[config.mk]
export PLATFORM = sky130hd
export DESIGN_NAME = mem_stage_pipe
export DESIGN_NICKNAME = d
export VERILOG_FILES = /design/src/rtl/mem_stage_pkg.sv /design/src/rtl/mem_lane_align.sv /design/src/rtl/mem_stage_pipe.sv
export SDC_FILE = /design/constraint.sdc
export NUM_CORES = 1
export LEC_CHECK = 0
export ABC_AREA = 1
export CAP_MARGIN = 20
export CORE_ASPECT_RATIO = 1.25
export CORE_MARGIN = 5
export CORE_UTILIZATION = 25
export DETAILED_ROUTE_END_ITERATION = 6
export PLACE_DENSITY = 0.56
export SLEW_MARGIN = 20
export SYNTH_ARGS = -nofsm -noshare
export SYNTH_HDL_FRONTEND = slang
export SYNTH_SLANG_ARGS = --single-unit
[constraint.sdc]
create_clock -name clk -period 4.85 [get_ports clk]
set_input_delay 1.2125 -clock clk [delete_from_list [all_inputs] [get_ports clk]]
set_output_delay 1.2125 -clock clk [all_outputs]
set_load 0.05 [all_outputs]
[src/rtl/mem_stage_pkg.sv]
// rtl/mem_stage_pkg.sv - shared encodings for the memory-access pipeline stage
// Purpose: writeback-source and access-size encodings plus the stage FSM state type.
// Ports: none (package).
package mem_stage_pkg;

  // Writeback source select
  localparam logic [1:0] WB_PC  = 2'd0;
  localparam logic [1:0] WB_ALU = 2'd1;
  localparam logic [1:0] WB_MEM = 2'd2;
  localparam logic [1:0] WB_IMM = 2'd3;

  // Access size select
  localparam logic [1:0] SZ_BYTE = 2'd0;
  localparam logic [1:0] SZ_HALF = 2'd1;
  localparam logic [1:0] SZ_WORD = 2'd2;
  localparam logic [1:0] SZ_FULL = 2'd3;

  typedef enum logic {
    ST_IDLE   = 1'b0,
    ST_ACCESS = 1'b1
  } state_t;

endpackage

[src/rtl/mem_lane_align.sv]
// rtl/mem_lane_align.sv - byte-lane steering, load extension and alignment check
// Purpose: purely combinational lane logic for one data-memory access.
// Ports:
//   addr_lo     in   byte offset of the access within the memory word
//   size        in   access size (SZ_*)
//   load_signed in   sign-extend the load result
//   store_data  in   store operand (low bytes used)
//   rdata       in   word returned by memory
//   be          out  byte enables for the access
//   wdata       out  store operand replicated across every lane
//   load_data   out  selected lanes shifted down and extended to DATA_W
//   misaligned  out  address offset is not a multiple of the access size
module mem_lane_align
  import mem_stage_pkg::*;
#(
  parameter  int DATA_W = 16,
  localparam int NB     = DATA_W / 8,
  localparam int OFF_W  = (NB > 1) ? $clog2(NB) : 1
) (
  input  logic [OFF_W-1:0]  addr_lo,
  input  logic [1:0]        size,
  input  logic              load_signed,
  input  logic [DATA_W-1:0] store_data,
  input  logic [DATA_W-1:0] rdata,
  output logic [NB-1:0]     be,
  output logic [DATA_W-1:0] wdata,
  output logic [DATA_W-1:0] load_data,
  output logic              misaligned
);

  localparam logic [DATA_W-1:0] DATA_ONES = '1;
  localparam logic [NB-1:0]     LANE_ONES = '1;

  int                nb;
  int                off;
  logic [DATA_W-1:0] shifted;
  logic [DATA_W-1:0] keep;
  logic              sign_bit;

  always_comb begin
    // A 4-byte access on a 16-bit datapath degenerates to a full-word access.
    case (size)
      SZ_BYTE: nb = 1;
      SZ_HALF: nb = 2;
      SZ_WORD: nb = (NB >= 4) ? 4 : NB;
      default: nb = NB;
    endcase

    off        = int'(addr_lo);
    misaligned = (off & (nb - 1)) != 0;
    be         = (LANE_ONES >> (NB - nb)) << off;

    // Lane i carries operand byte (i mod nb); nb is a power of two.
    wdata = '0;
    for (int i = 0; i < NB; i++) begin
      wdata[8*i +: 8] = 8'(store_data >> (8 * (i & (nb - 1))));
    end

    shifted   = rdata >> (8 * off);
    keep      = DATA_ONES >> (DATA_W - 8 * nb);
    // keep ^ (keep >> 1) isolates the top bit of the kept field.
    sign_bit  = |(shifted & (keep ^ (keep >> 1)));
    load_data = shifted & keep;
    if (load_signed && sign_bit) begin
      load_data = load_data | ~keep;
    end
  end

endmodule

[src/rtl/mem_stage_pipe.sv]
// rtl/mem_stage_pipe.sv - handshaked memory-access stage with registered MEM/WB output
// Purpose: issues loads/stores over a req/ack memory port, steers byte lanes,
//   extends loads, drops misaligned accesses, aborts stuck accesses on timeout
//   and registers the writeback bundle.
// Ports:
//   clk, rst_n                      clock, asynchronous active-low reset
//   in_valid / in_ready             EX/MEM handshake (in_ready low stalls upstream)
//   alu_result, pc_in, imm_in       writeback candidates; alu_result is also the address
//   store_reg, data_in_src          store operand and its source select
//   mem_rd, mem_wr, num_bytes,
//   load_signed, wb_sel,
//   rd_in, reg_wr_in                instruction control fields
//   mem_req, mem_we, mem_addr,
//   mem_wdata, mem_be               data-memory request (held until mem_ack)
//   mem_ack, mem_rdata              data-memory completion
//   wb_valid, wb_data, wb_rd,
//   wb_reg_wr                       registered writeback bundle
//   misalign_err, timeout_err       single-cycle error pulses
module mem_stage_pipe
  import mem_stage_pkg::*;
#(
  parameter int DATA_W  = 16,
  parameter int ADDR_W  = 16,
  parameter int REG_W   = 3,
  parameter int TIMEOUT = 64
) (
  input  logic                clk,
  input  logic                rst_n,
  input  logic                in_valid,
  output logic                in_ready,
  input  logic [DATA_W-1:0]   alu_result,
  input  logic [DATA_W-1:0]   pc_in,
  input  logic [DATA_W-1:0]   imm_in,
  input  logic [DATA_W-1:0]   store_reg,
  input  logic                data_in_src,
  input  logic                mem_rd,
  input  logic                mem_wr,
  input  logic [1:0]          num_bytes,
  input  logic                load_signed,
  input  logic [1:0]          wb_sel,
  input  logic [REG_W-1:0]    rd_in,
  input  logic                reg_wr_in,
  output logic                mem_req,
  output logic                mem_we,
  output logic [ADDR_W-1:0]   mem_addr,
  output logic [DATA_W-1:0]   mem_wdata,
  output logic [DATA_W/8-1:0] mem_be,
  input  logic                mem_ack,
  input  logic [DATA_W-1:0]   mem_rdata,
  output logic                wb_valid,
  output logic [DATA_W-1:0]   wb_data,
  output logic [REG_W-1:0]    wb_rd,
  output logic                wb_reg_wr,
  output logic                misalign_err,
  output logic                timeout_err
);

  localparam int NB    = DATA_W / 8;
  localparam int OFF_W = (NB > 1) ? $clog2(NB) : 1;
  localparam int CNT_W = (TIMEOUT > 1) ? $clog2(TIMEOUT) : 1;
  localparam logic [CNT_W-1:0] CNT_LAST = (TIMEOUT > 0) ? CNT_W'(TIMEOUT - 1) : '0;

  state_t            state_q, state_d;
  logic [CNT_W-1:0]  cnt_q, cnt_d;
  logic              accept;

  // Request register, loaded on every accept
  logic [DATA_W-1:0] req_alu, req_pc, req_imm, req_sdata;
  logic              req_load, req_store, req_signed, req_reg_wr;
  logic [1:0]        req_size, req_wb_sel;
  logic [REG_W-1:0]  req_rd;

  logic              wb_valid_d, wb_reg_wr_d, mis_d, to_d;
  logic [DATA_W-1:0] wb_data_d;
  logic [REG_W-1:0]  wb_rd_d;

  logic [OFF_W-1:0]  al_addr_lo;
  logic [1:0]        al_size;
  logic [NB-1:0]     al_be;
  logic [DATA_W-1:0] al_wdata, al_load;
  logic              al_misaligned;

  function automatic logic [DATA_W-1:0] pick_wb(input logic [1:0] sel,
                                               input logic [DATA_W-1:0] pc,
                                               input logic [DATA_W-1:0] alu,
                                               input logic [DATA_W-1:0] mem,
                                               input logic [DATA_W-1:0] imm);
    case (sel)
      WB_PC:   return pc;
      WB_ALU:  return alu;
      WB_MEM:  return mem;
      default: return imm;
    endcase
  endfunction

  // In IDLE the lane logic only judges alignment of the incoming instruction;
  // in ACCESS it works from the captured request so outputs stay stable.
  assign al_addr_lo = (state_q == ST_IDLE) ? alu_result[OFF_W-1:0] : req_alu[OFF_W-1:0];
  assign al_size    = (state_q == ST_IDLE) ? num_bytes : req_size;

  mem_lane_align #(.DATA_W(DATA_W)) u_lane_align (
    .addr_lo     (al_addr_lo),
    .size        (al_size),
    .load_signed (req_signed),
    .store_data  (req_sdata),
    .rdata       (mem_rdata),
    .be          (al_be),
    .wdata       (al_wdata),
    .load_data   (al_load),
    .misaligned  (al_misaligned)
  );

  always_comb begin
    state_d     = state_q;
    cnt_d       = cnt_q;
    in_ready    = (state_q == ST_IDLE);
    mem_req     = (state_q == ST_ACCESS);
    accept      = in_valid && in_ready;
    wb_valid_d  = 1'b0;
    wb_data_d   = wb_data;
    wb_rd_d     = wb_rd;
    wb_reg_wr_d = wb_reg_wr;
    mis_d       = 1'b0;
    to_d        = 1'b0;

    case (state_q)
      ST_IDLE: begin
        if (accept) begin
          if (!(mem_rd || mem_wr)) begin
            wb_valid_d  = 1'b1;
            wb_rd_d     = rd_in;
            wb_reg_wr_d = reg_wr_in;
            wb_data_d   = pick_wb(wb_sel, pc_in, alu_result, '0, imm_in);
          end else if (al_misaligned) begin
            wb_valid_d  = 1'b1;
            wb_rd_d     = rd_in;
            wb_reg_wr_d = 1'b0;
            wb_data_d   = pick_wb(wb_sel, pc_in, alu_result, '0, imm_in);
            mis_d       = 1'b1;
          end else begin
            state_d = ST_ACCESS;
            cnt_d   = '0;
          end
        end
      end
      default: begin
        cnt_d = cnt_q + 1'b1;
        if (mem_ack) begin
          state_d     = ST_IDLE;
          wb_valid_d  = 1'b1;
          wb_rd_d     = req_rd;
          wb_data_d   = pick_wb(req_wb_sel, req_pc, req_alu, req_load ? al_load : '0, req_imm);
          wb_reg_wr_d = req_load ? req_reg_wr : (req_reg_wr && (req_wb_sel != WB_MEM));
        end else if ((TIMEOUT != 0) && (cnt_q == CNT_LAST)) begin
          state_d     = ST_IDLE;
          wb_valid_d  = 1'b1;
          wb_rd_d     = req_rd;
          wb_reg_wr_d = 1'b0;
          wb_data_d   = pick_wb(req_wb_sel, req_pc, req_alu, '0, req_imm);
          to_d        = 1'b1;
        end
      end
    endcase
  end

  assign mem_we    = mem_req && req_store;
  assign mem_addr  = mem_req ? {req_alu[ADDR_W-1:OFF_W], {OFF_W{1'b0}}} : '0;
  assign mem_be    = mem_req ? al_be : '0;
  assign mem_wdata = mem_req ? al_wdata : '0;

  always_ff @(posedge clk or negedge rst_n) begin
    if (!rst_n) begin
      state_q      <= ST_IDLE;
      cnt_q        <= '0;
      req_alu      <= '0;
      req_pc       <= '0;
      req_imm      <= '0;
      req_sdata    <= '0;
      req_load     <= 1'b0;
      req_store    <= 1'b0;
      req_signed   <= 1'b0;
      req_reg_wr   <= 1'b0;
      req_size     <= '0;
      req_wb_sel   <= '0;
      req_rd       <= '0;
      wb_valid     <= 1'b0;
      wb_data      <= '0;
      wb_rd        <= '0;
      wb_reg_wr    <= 1'b0;
      misalign_err <= 1'b0;
      timeout_err  <= 1'b0;
    end else begin
      state_q      <= state_d;
      cnt_q        <= cnt_d;
      wb_valid     <= wb_valid_d;
      wb_data      <= wb_data_d;
      wb_rd        <= wb_rd_d;
      wb_reg_wr    <= wb_reg_wr_d;
      misalign_err <= mis_d;
      timeout_err  <= to_d;
      if (accept) begin
        req_alu    <= alu_result;
        req_pc     <= pc_in;
        req_imm    <= imm_in;
        req_sdata  <= data_in_src ? store_reg : imm_in;
        // rd+wr together behaves as a store
        req_load   <= mem_rd && !mem_wr;
        req_store  <= mem_wr;
        req_signed <= load_signed;
        req_reg_wr <= reg_wr_in;
        req_size   <= num_bytes;
        req_wb_sel <= wb_sel;
        req_rd     <= rd_in;
      end
    end
  end

endmodule
=== Word-level counts from Yosys, hierarchy flattened ===
Index checks and enable logic that the tools add are counted.

* Bits of input ports: 96
* Flip-flop bits (word level): 105
* Word-level logic and storage cells: 112
* Output and inout bits: 60

* Shift operators: 5
* Eq/ne operators: 9
* Bitwise gates (word level): 7
* Muxes and demuxes: 52
* Add/subtract/negate cells: 4
* Reduce and logical (&&, ||, !) cells: 16

{| class="wikitable"
|+ Operator list
! cell !! count
|-
| 2-to-1 mux 16 bit || 11
|-
| case mux 16 bit (3 select lines) || 3
|-
| AND 16 bit || 2
|-
| nonzero test 32 bit || 1
|-
| >> shifter 16 x 32 -> 16 bit, first input constant || 1
|-
| >> shifter 2 x 32 -> 2 bit, first input constant || 1
|-
| subtractor 6 x 32 -> 32 bit, first input constant || 1
|-
| 2-to-1 mux 1 bit || 25
|-
| 2-to-1 mux 6 bit || 4
|-
| 2-to-1 mux 3 bit || 6
|-
| inverter 16 bit || 1
|-
| bitwise OR 16 bit || 1
|-
| OR reduction 16 bit || 1
|-
| >> shifter 16 x 4 -> 16 bit || 1
|-
| >> shifter 16 x 4 -> 8 bit || 1
|-
| XOR 16 x 15 -> 16 bit || 1
|-
| adder 6 x 1 -> 6 bit, second input constant || 1
|-
| == test 6 bit, second input constant || 1
|-
| logical NOT 2 bit || 3
|-
| 2-to-1 mux 2 bit || 3
|-
| AND reduction 3 bit || 2
|-
| logical AND 1 bit || 5
|-
| == test 2 x 1 -> 1 bit, second input constant || 2
|-
| == test 2 bit, second input constant || 2
|-
| 11 further kinds || 13
|}

=== Depth between registers and ports, before layout ===
Gate-level depths: netlist of the first run.

* Word-level depth: 14
* Gate-level depth with buffers: 13
* Gate-level depth less buffers: 12

=== Hierarchy ===
From an unflattened synthesis of the first run, not the netlist that was laid out.

* Cells, all modules: 946
* Area, all modules: 6231.0 µm²

{| class="wikitable"
|+ Modules (own cells, without submodules)
! module !! cells an instance !! area each (µm²) !! instances !! sequential area each (µm²)
|-
| mem_stage_pipe || 862 || 5799.3 || 1 || 2627.5
|-
| mem_lane_align || 84 || 431.7 || 1 || 0.0
|}

=== Worst setup path after synthesis of the first run ===
Ideal clock, no wire load.

* Kind: input port to output port
* Start: input num_bytes[0]
* End: output mem_wdata[10]
* Data required time: 3.638 ns
* Path buffers: 1
* Setup slack: 1.582 ns
* Stages on the path: 6
* Arrival: 2.055 ns
* Cells stage by stage: nor2_1 > nand2_1 > nand2_2 > buf_2 > o21ai_0 > inv_1

* Word-level cells in the longest chain between the ends: 6

{| class="wikitable"
|+ Ends and longest elaborated chain
! element !! RTL line !! RTL
|-
| start, declared || mem_stage_pipe.sv:38 || <nowiki>input logic [1:0] num_bytes,</nowiki>
|-
| 2-to-1 mux 2 bit || mem_stage_pipe.sv:99 || <nowiki>assign al_size = (state_q == ST_IDLE) ? num_bytes : req_size;</nowiki>
|-
| logical NOT 2 bit || mem_lane_align.sv:42 || <nowiki>case (size)</nowiki>
|-
| 2-to-1 mux 2 bit || mem_lane_align.sv:42 ||
|-
| subtractor 2 x 1 -> 3 bit || - ||
|-
| >> shifter 16 x 4 -> 8 bit || mem_lane_align.sv:56 || <nowiki>wdata[8*i +: 8] = 8'(store_data >> (8 * (i & (nb - 1))));</nowiki>
|-
| 2-to-1 mux 16 bit || mem_stage_pipe.sv:169 || <nowiki>assign mem_wdata = mem_req ? al_wdata : '0;</nowiki>
|-
| end, declared || mem_stage_pipe.sv:46 || <nowiki>output logic [DATA_W-1:0] mem_wdata,</nowiki>
|}

No other way between the ends.

=== Worst setup path in the final report of the first run ===
* Start: input num_bytes[0]
* End: output mem_wdata[9]

Same word-level chain as after synthesis.

==> metrics, run 1 <==
# resized after CTS 0; die width 144 µm; crit-path max FO 17; Reg power frac 32.6%; post-layout min period 4.39 ns; Fmax 0.228 GHz; Switch Pwr 1.92 mW; DIE AREA 25700 µm²; worst path cell trace clkdlybuf4s50_1 -> nor2_1 -> nand2_1 -> nand2_2 -> o21ai_0 -> inv_1 -> clkdlybuf4s50_1; critical path required time 3.64 ns; CP max-delay cell clkdlybuf4s50_1; Setup Buffers After CTS 0; Avg WL per Cell 17.4 µm; total CTS buffers 9; drt first pass iters 5; CTS sink count 105; PwrDens 542 nW/µm²; root buf cell clkbuf_16; final wirelength 20.9 mm; IO buf count 154; reg2reg start mem_req$_DFF_PN0_; I/O pin total 156; first-pass GRT wire length 31.8 mm; clk_skew 0.0106 ns; clock transition at the registers of the reported paths 0.07 ns; Max VDD drop 0.000294 V; arrival time worst endpoint 3.17 ns; setup_tns 0 ns; CP endpoint mem_wdata[9]; most frequent cells in the layout nand2_1, clkdlybuf4s50_1, inv_1; # DRC 0; largest net degree at the start of global routing 71; nets 1005; CTS tree done; commonest non-fill, non-tap cell in the layout nand2_1; Mean Syn Cell Area 7.28 µm²; CP Buf/Inv Count 3; critical path class in -> out; FF-to-FF End wb_data[14]$_DFFE_PN0P_; #FFs+latches synth 105; worst reg2reg path depth 10; share of layout cells above drive strength 1 4.60%; syn nets 873; starting density of the core 25.4%; H-tree depth 3; Layout area overhead 36.5%; HPWL Detailed 15.6 mm; CP endpoint kind primary output; Rows 61; Clk network pwr share 19.3%; RePlAce Congestion 0.899; Final Hold Vio Count 0; CP peak stage delay 0.80 ns; GR Util All Layers 16.3%; Worst setup SP type primary input; n_diodes 0; LEAKAGE 3.63 nW; final worst path period share 90.4%; DR iter-0 viols 360; number of global-route vias before repair 5519; latest clock arrival within the worst-skew pair 0.36 ns; initial antenna violation count 0; Max-Cap Viols 0; Gate Count Post-Synth 776; total core area 22300 µm²; via/cell ratio 4.65; ANT nets after route 0; Final Max Slew Viols 0; synth warn 0; Die Span Y 178 µm; Seq/Total Area, Yosys 46.5%; kind of cell adding the most delay to the critical path buffers and inverters; number of distinct library cells after synthesis 35; CTS Buffer Depth 2; Reg2Reg Setup Slack 1.93 ns; CP Depth 7; grt total ovfl 0; HP Class reg -> reg; Final setup viols 0; switch share 46.1%; Hold Slack 0.480 ns; status finished clean; RSZ-0062 raised after global routing false; routed via count 5567; Gate power share 48.2%; Slew @ Worst Pin 0.975 ns; Syn Std Cell Area 5650 µm²; hold_buf cts 0; max_slew headroom 34.8%; Pint 2.25 mW; Critical Path Most Common Cell clkdlybuf4s50_1; CP startpoint num_bytes[0]
## worst register-to-register path: stages, from the launching register on
cell	delay (ns)
dfrtp_2	0.62
buf_4	0.36
inv_4	0.36
nand2_2	0.12
inv_2	0.44
nand2_2	0.14
nand2_4	0.29
inv_4	0.19
a21oi_1	0.16
nand2_1	0.10
nand2_1	0.07
## per-stage QoR
| step | instance area, µm² | worst slack (ns) | std cells | util, % | power (mW) |
|---|---|---|---|---|---|
| detailed placement | 7400 | 0.437 | 1180 | 33.2 | 3.40 |
| floorplan | 5650 | 1.58 | 776 | - | 2.69 |
| global route | 7710 | 0.319 | 1196 | 34.6 | 4.45 |
| finish | 7710 | 0.463 | 1196 | 34.6 | 4.18 |
| global placement | 7400 | 0.457 | 1180 | 33.2 | 3.39 |
| CTS | 7710 | 0.437 | 1196 | 34.6 | 4.21 |
## worst min-delay path by stage
stage                                  startpoint                 endpoint  slack (ns)  depth (start not counted)
after floorplan            req_reg_wr$_DFFE_PN0P_   req_reg_wr$_DFFE_PN0P_        0.45                          2
after global placement      req_rd[2]$_DFFE_PN0P_    req_rd[2]$_DFFE_PN0P_        0.46                          2
after detailed placement  wb_data[10]$_DFFE_PN0P_  wb_data[10]$_DFFE_PN0P_        0.47                          2
after CTS                  wb_data[0]$_DFFE_PN0P_   wb_data[0]$_DFFE_PN0P_        0.49                          2
after global routing      wb_data[10]$_DFFE_PN0P_  wb_data[10]$_DFFE_PN0P_        0.51                          2
final                      wb_data[0]$_DFFE_PN0P_   wb_data[0]$_DFFE_PN0P_        0.48                          2
## cell type report
class	count	area, µm²
clock buffer	11	233
fill	2385	14600
inverter	114	433
clock inverter	5	80.1
timing repair buffer	161	1590
multi-input combinational	517	2390
sequential	105	2630
tap	283	354
## sequential cells by signal, indices dropped and copies added, names as in the netlist, 2 cells and up
signal / cells
req_alu: 16
req_imm: 16
req_pc: 16
req_sdata: 16
wb_data: 16
cnt_q: 6
req_rd: 3
wb_rd: 3
req_size: 2
req_wb_sel: 2
## per-layer routing
metal | track usage (%) | up-vias | routed length (µm)
met5 | 0 | - | 0
met4 | 6.42 | 0 | 561
met3 | 2.71 | 26 | 1180
met2 | 27.5 | 174 | 10400
met1 | 20.8 | 2616 | 8690
li1 | - | 2751 | -
## Yosys cell counts, drive strengths merged
master	count	share of area, %
nor4	1	0.11
o22ai	17	1.9
inv	114	7.7
o32ai	2	0.31
a21oi	29	2.6
a221oi	3	0.46
buf	24	2.5
conb	1	0.066
nor3	3	0.35
nor2	69	4.6
o21ai	105	9.3
nand3	33	3.0
o211ai	4	0.53
dfrtp	105	46
o2111ai	10	1.5
clkbuf	16	1.1
nand4	3	0.33
xor2	1	0.15
ha	1	0.22
a31oi	4	0.44
nand3b	1	0.13
nand2	225	16
a211oi	5	0.66
## power groups by stage
stage | clock, mW | sequential, mW | combinational, mW
after floorplan | 0 | 1.60 | 1.09
after global placement | 0 | 1.37 | 2.01
after detailed placement | 0 | 1.38 | 2.02
after CTS | 0.820 | 1.36 | 2.03
after global routing | 0.855 | 1.40 | 2.19
final | 0.805 | 1.36 | 2.01
## kinds of logic (layout without fill, tap and decap cells)
| kind of cell | after synthesis | after routing | synth area share [%] |
|---|---|---|---|
| xor+xnor | 1 | 1 | 0.155 |
| buf+inv | 154 | 291 | 11.2 |
| other cells | 1 | 1 | 0.0663 |
| simple gates | 335 | 335 | 24.1 |
| compound gates | 179 | 179 | 17.8 |
| fa+ha+maj | 1 | 1 | 0.221 |
| flops | 105 | 105 | 46.5 |
No activity file was read; power rests on OpenSTA's default activity.
==> run 2, diff against run 1 <==
- CAP_MARGIN: 20 -> unset
==> results of run 2 <==
No change in the layout: final DEF, timing and power equal those of run 1.
==> run 3, diff against run 2 <==
- PLACE_DENSITY: 0.56 -> 0.58
- clock period: 4.85 -> 3.8 ns (I/O delays scaled with it)
==> run 3 against run 2 <==
Core utilization is 0.47 points higher; global-route usage hardly changed; wire length is 0.83% lower; critical path type unchanged; count of clock-buffer cells in the layout stayed put; flip-flop and latch count stayed put; clock skew is 0.00086 ns lower; clock power is 23% higher; sequential power is 28% higher.
==> metrics, run 3 (synthesis gave the netlist of run 1 again) <==
HPWL Detailed 15.7 mm (was 15.6 mm); GR peak layer met2 (unchanged); Clk network pwr share 18.3% (was 19.3%); # resized after CTS 0 (unchanged); RePlAce Congestion 0.900 (was 0.899); clock transition at the registers of the reported paths 0.07 ns (about the same); Fmax 0.301 GHz; initial antenna violation count 0 (unchanged); I/O pin total 156 (unchanged); share of layout cells above drive strength 1 5.80% (was 4.60%); Final Max Slew Viols 0 (unchanged); crit-path max FO 17 (unchanged); number of global-route vias before repair 5465 (was 5519); nets 1006 (was 1005); # placed instances 1181 (was 1180); switch share 45.6% (was 46.1%); largest net degree at the start of global routing 71 (unchanged); status finished clean (unchanged); Gate power share 49.6% (was 48.2%); Cells on Worst Hold Path 2 (unchanged); latest clock arrival within the worst-skew pair 0.36 ns (about the same); critical path required time 2.85 ns (was 3.64 ns); routed via count 5533 (was 5567); Avg WL per Cell 17.3 µm (was 17.4 µm); drt first pass iters 5 (unchanged); met3 usage 2.95% (was 2.71%); Final setup viols 0 (unchanged); die width 144 µm (unchanged); Rows 61 (unchanged); Non-Filler Instances 1198 (was 1196); CTS Buffer Depth 2 (unchanged); via/cell ratio 4.62 (was 4.65); DR iter-0 viols 393 (was 360); H-tree depth 3 (unchanged); CP endpoint kind primary output (unchanged); Final Hold Vio Count 0 (unchanged); Worst setup SP type primary input (unchanged); arrival time worst endpoint 2.38 ns (was 3.17 ns); most frequent cells in the layout nand2_1, clkdlybuf4s50_1, inv_1 (unchanged); worst path cell trace clkdlybuf4s50_1 -> nor2_1 -> nand2_1 -> nand2_2 -> o21ai_0 -> inv_1 -> buf_12 (was clkdlybuf4s50_1 -> nor2_1 -> nand2_1 -> nand2_2 -> o21ai_0 -> inv_1 -> clkdlybuf4s50_1); CTS sink count 105 (unchanged); grt total ovfl 0 (unchanged); RSZ-0062 raised after global routing false (unchanged); GR Util All Layers 16.3% (about the same); Slew @ Worst Pin 1.04 ns (was 0.975 ns); Die Span Y 178 µm (unchanged); critical path class in -> out (unchanged); Layout area overhead 38.3% (was 36.5%); HP Class reg -> reg (unchanged); CTS tree done (unchanged); IO buf count 154 (unchanged); hold_buf cts 0 (unchanged); clk_skew 0.00974 ns (was 0.0106 ns); Pint 2.95 mW (was 2.25 mW); post-route cell area 7820 µm² (was 7710 µm²); Max VDD drop 0.000425 V (was 0.000294 V); setup_tns 0 ns (unchanged); final worst path period share 87.6%; max_slew headroom 30.3% (was 34.8%); total core area 22300 µm² (unchanged); root buf cell clkbuf_16 (unchanged); total CTS buffers 9 (unchanged); Setup Buffers After CTS 0 (unchanged); routing usage on met2 27.2% (was 27.5%); PwrDens 693 nW/µm² (was 542 nW/µm²); post-layout min period 3.33 ns; first-pass GRT wire length 31.6 mm (was 31.8 mm); DIE AREA 25700 µm² (unchanged); Reg power frac 32.0% (was 32.6%); final wirelength 20.7 mm (was 20.9 mm); worst reg2reg path depth 10 (unchanged); CP max-delay cell clkdlybuf4s50_1 (unchanged); Switch Pwr 2.47 mW (was 1.92 mW); met1 Use GR 20.9% (was 20.8%); total cell area at the placement stage 7500 µm² (was 7400 µm²); starting density of the core 25.4% (unchanged); Max-Cap Viols 0 (unchanged); commonest non-fill, non-tap cell in the layout nand2_1 (unchanged); LEAKAGE 3.69 nW (was 3.63 nW); CP peak stage delay 0.50 ns (was 0.80 ns); ANT nets after route 0 (unchanged); # DRC 0 (unchanged); Reg2Reg Setup Slack 1.19 ns (was 1.93 ns)
run 3: final timing paths:
kind | startpoint | end
setup / recovery | num_bytes[0] | mem_wdata[12]
hold / removal | req_rd[1]$_DFFE_PN0P_ | req_rd[1]$_DFFE_PN0P_
setup reg to reg | mem_req$_DFF_PN0_ | wb_data[14]$_DFFE_PN0P_
hold reg to reg | req_rd[1]$_DFFE_PN0P_ | req_rd[1]$_DFFE_PN0P_
max in group asynchronous | rst_n | wb_data[10]$_DFFE_PN0P_
min in group asynchronous | rst_n | cnt_q[3]$_DFFE_PN0P_
run 3: through the flow:
| stage | setup slack, ns | hold WS [ns] | utilization [%] | power, mW |
|---|---|---|---|---|
| after detailed placement | 0.471 | 0.470 | 33.7 | 4.46 |
| after floorplan | 0.899 | 0.447 | - | 3.43 |
| after global placement | 0.474 | 0.462 | 33.7 | 4.45 |
| final | 0.472 | 0.485 | 35.1 | 5.42 |
| after global routing | 0.314 | 0.511 | 35.1 | 5.77 |
| after CTS | 0.462 | 0.488 | 35.1 | 5.48 |
run 3: power groups by stage:
| stage | clock network (mW) | registers [mW] | logic [mW] |
|---|---|---|---|
| global route | 1.07 | 1.79 | 2.92 |
| floorplan | 0 | 2.04 | 1.39 |
| CTS | 1.02 | 1.74 | 2.72 |
| detailed placement | 0 | 1.76 | 2.71 |
| global placement | 0 | 1.75 | 2.69 |
| finish | 0.992 | 1.74 | 2.69 |
run 3: final cells by class:
| type | count | area (µm²) |
|---|---|---|
| inverter | 114 | 433 |
| tap | 283 | 354 |
| fill | 2386 | 14500 |
| timing repair buffer | 162 | 1690 |
| multi-input combinational | 517 | 2390 |
| clock inverter | 5 | 61.3 |
| sequential | 105 | 2630 |
| antenna | 1 | 2.50 |
| clock buffer | 11 | 253 |
run 3: critical path: cells and delay by family:
kind / cells / cell delay, ns
AO/OA/AOI/OAI: 1 / 0.25
buffers and inverters: 3 / 0.75
AND/OR/NAND/NOR: 3 / 0.43
run 3: metal layers:
layer | share of wire (%) | wire (µm) | vias up
li1 | - | - | 2746
met1 | 41 | 8570 | 2576
met2 | 50 | 10300 | 180
met3 | 5.5 | 1130 | 31
met4 | 3.3 | 673 | 0
met5 | 0 | 0 | -
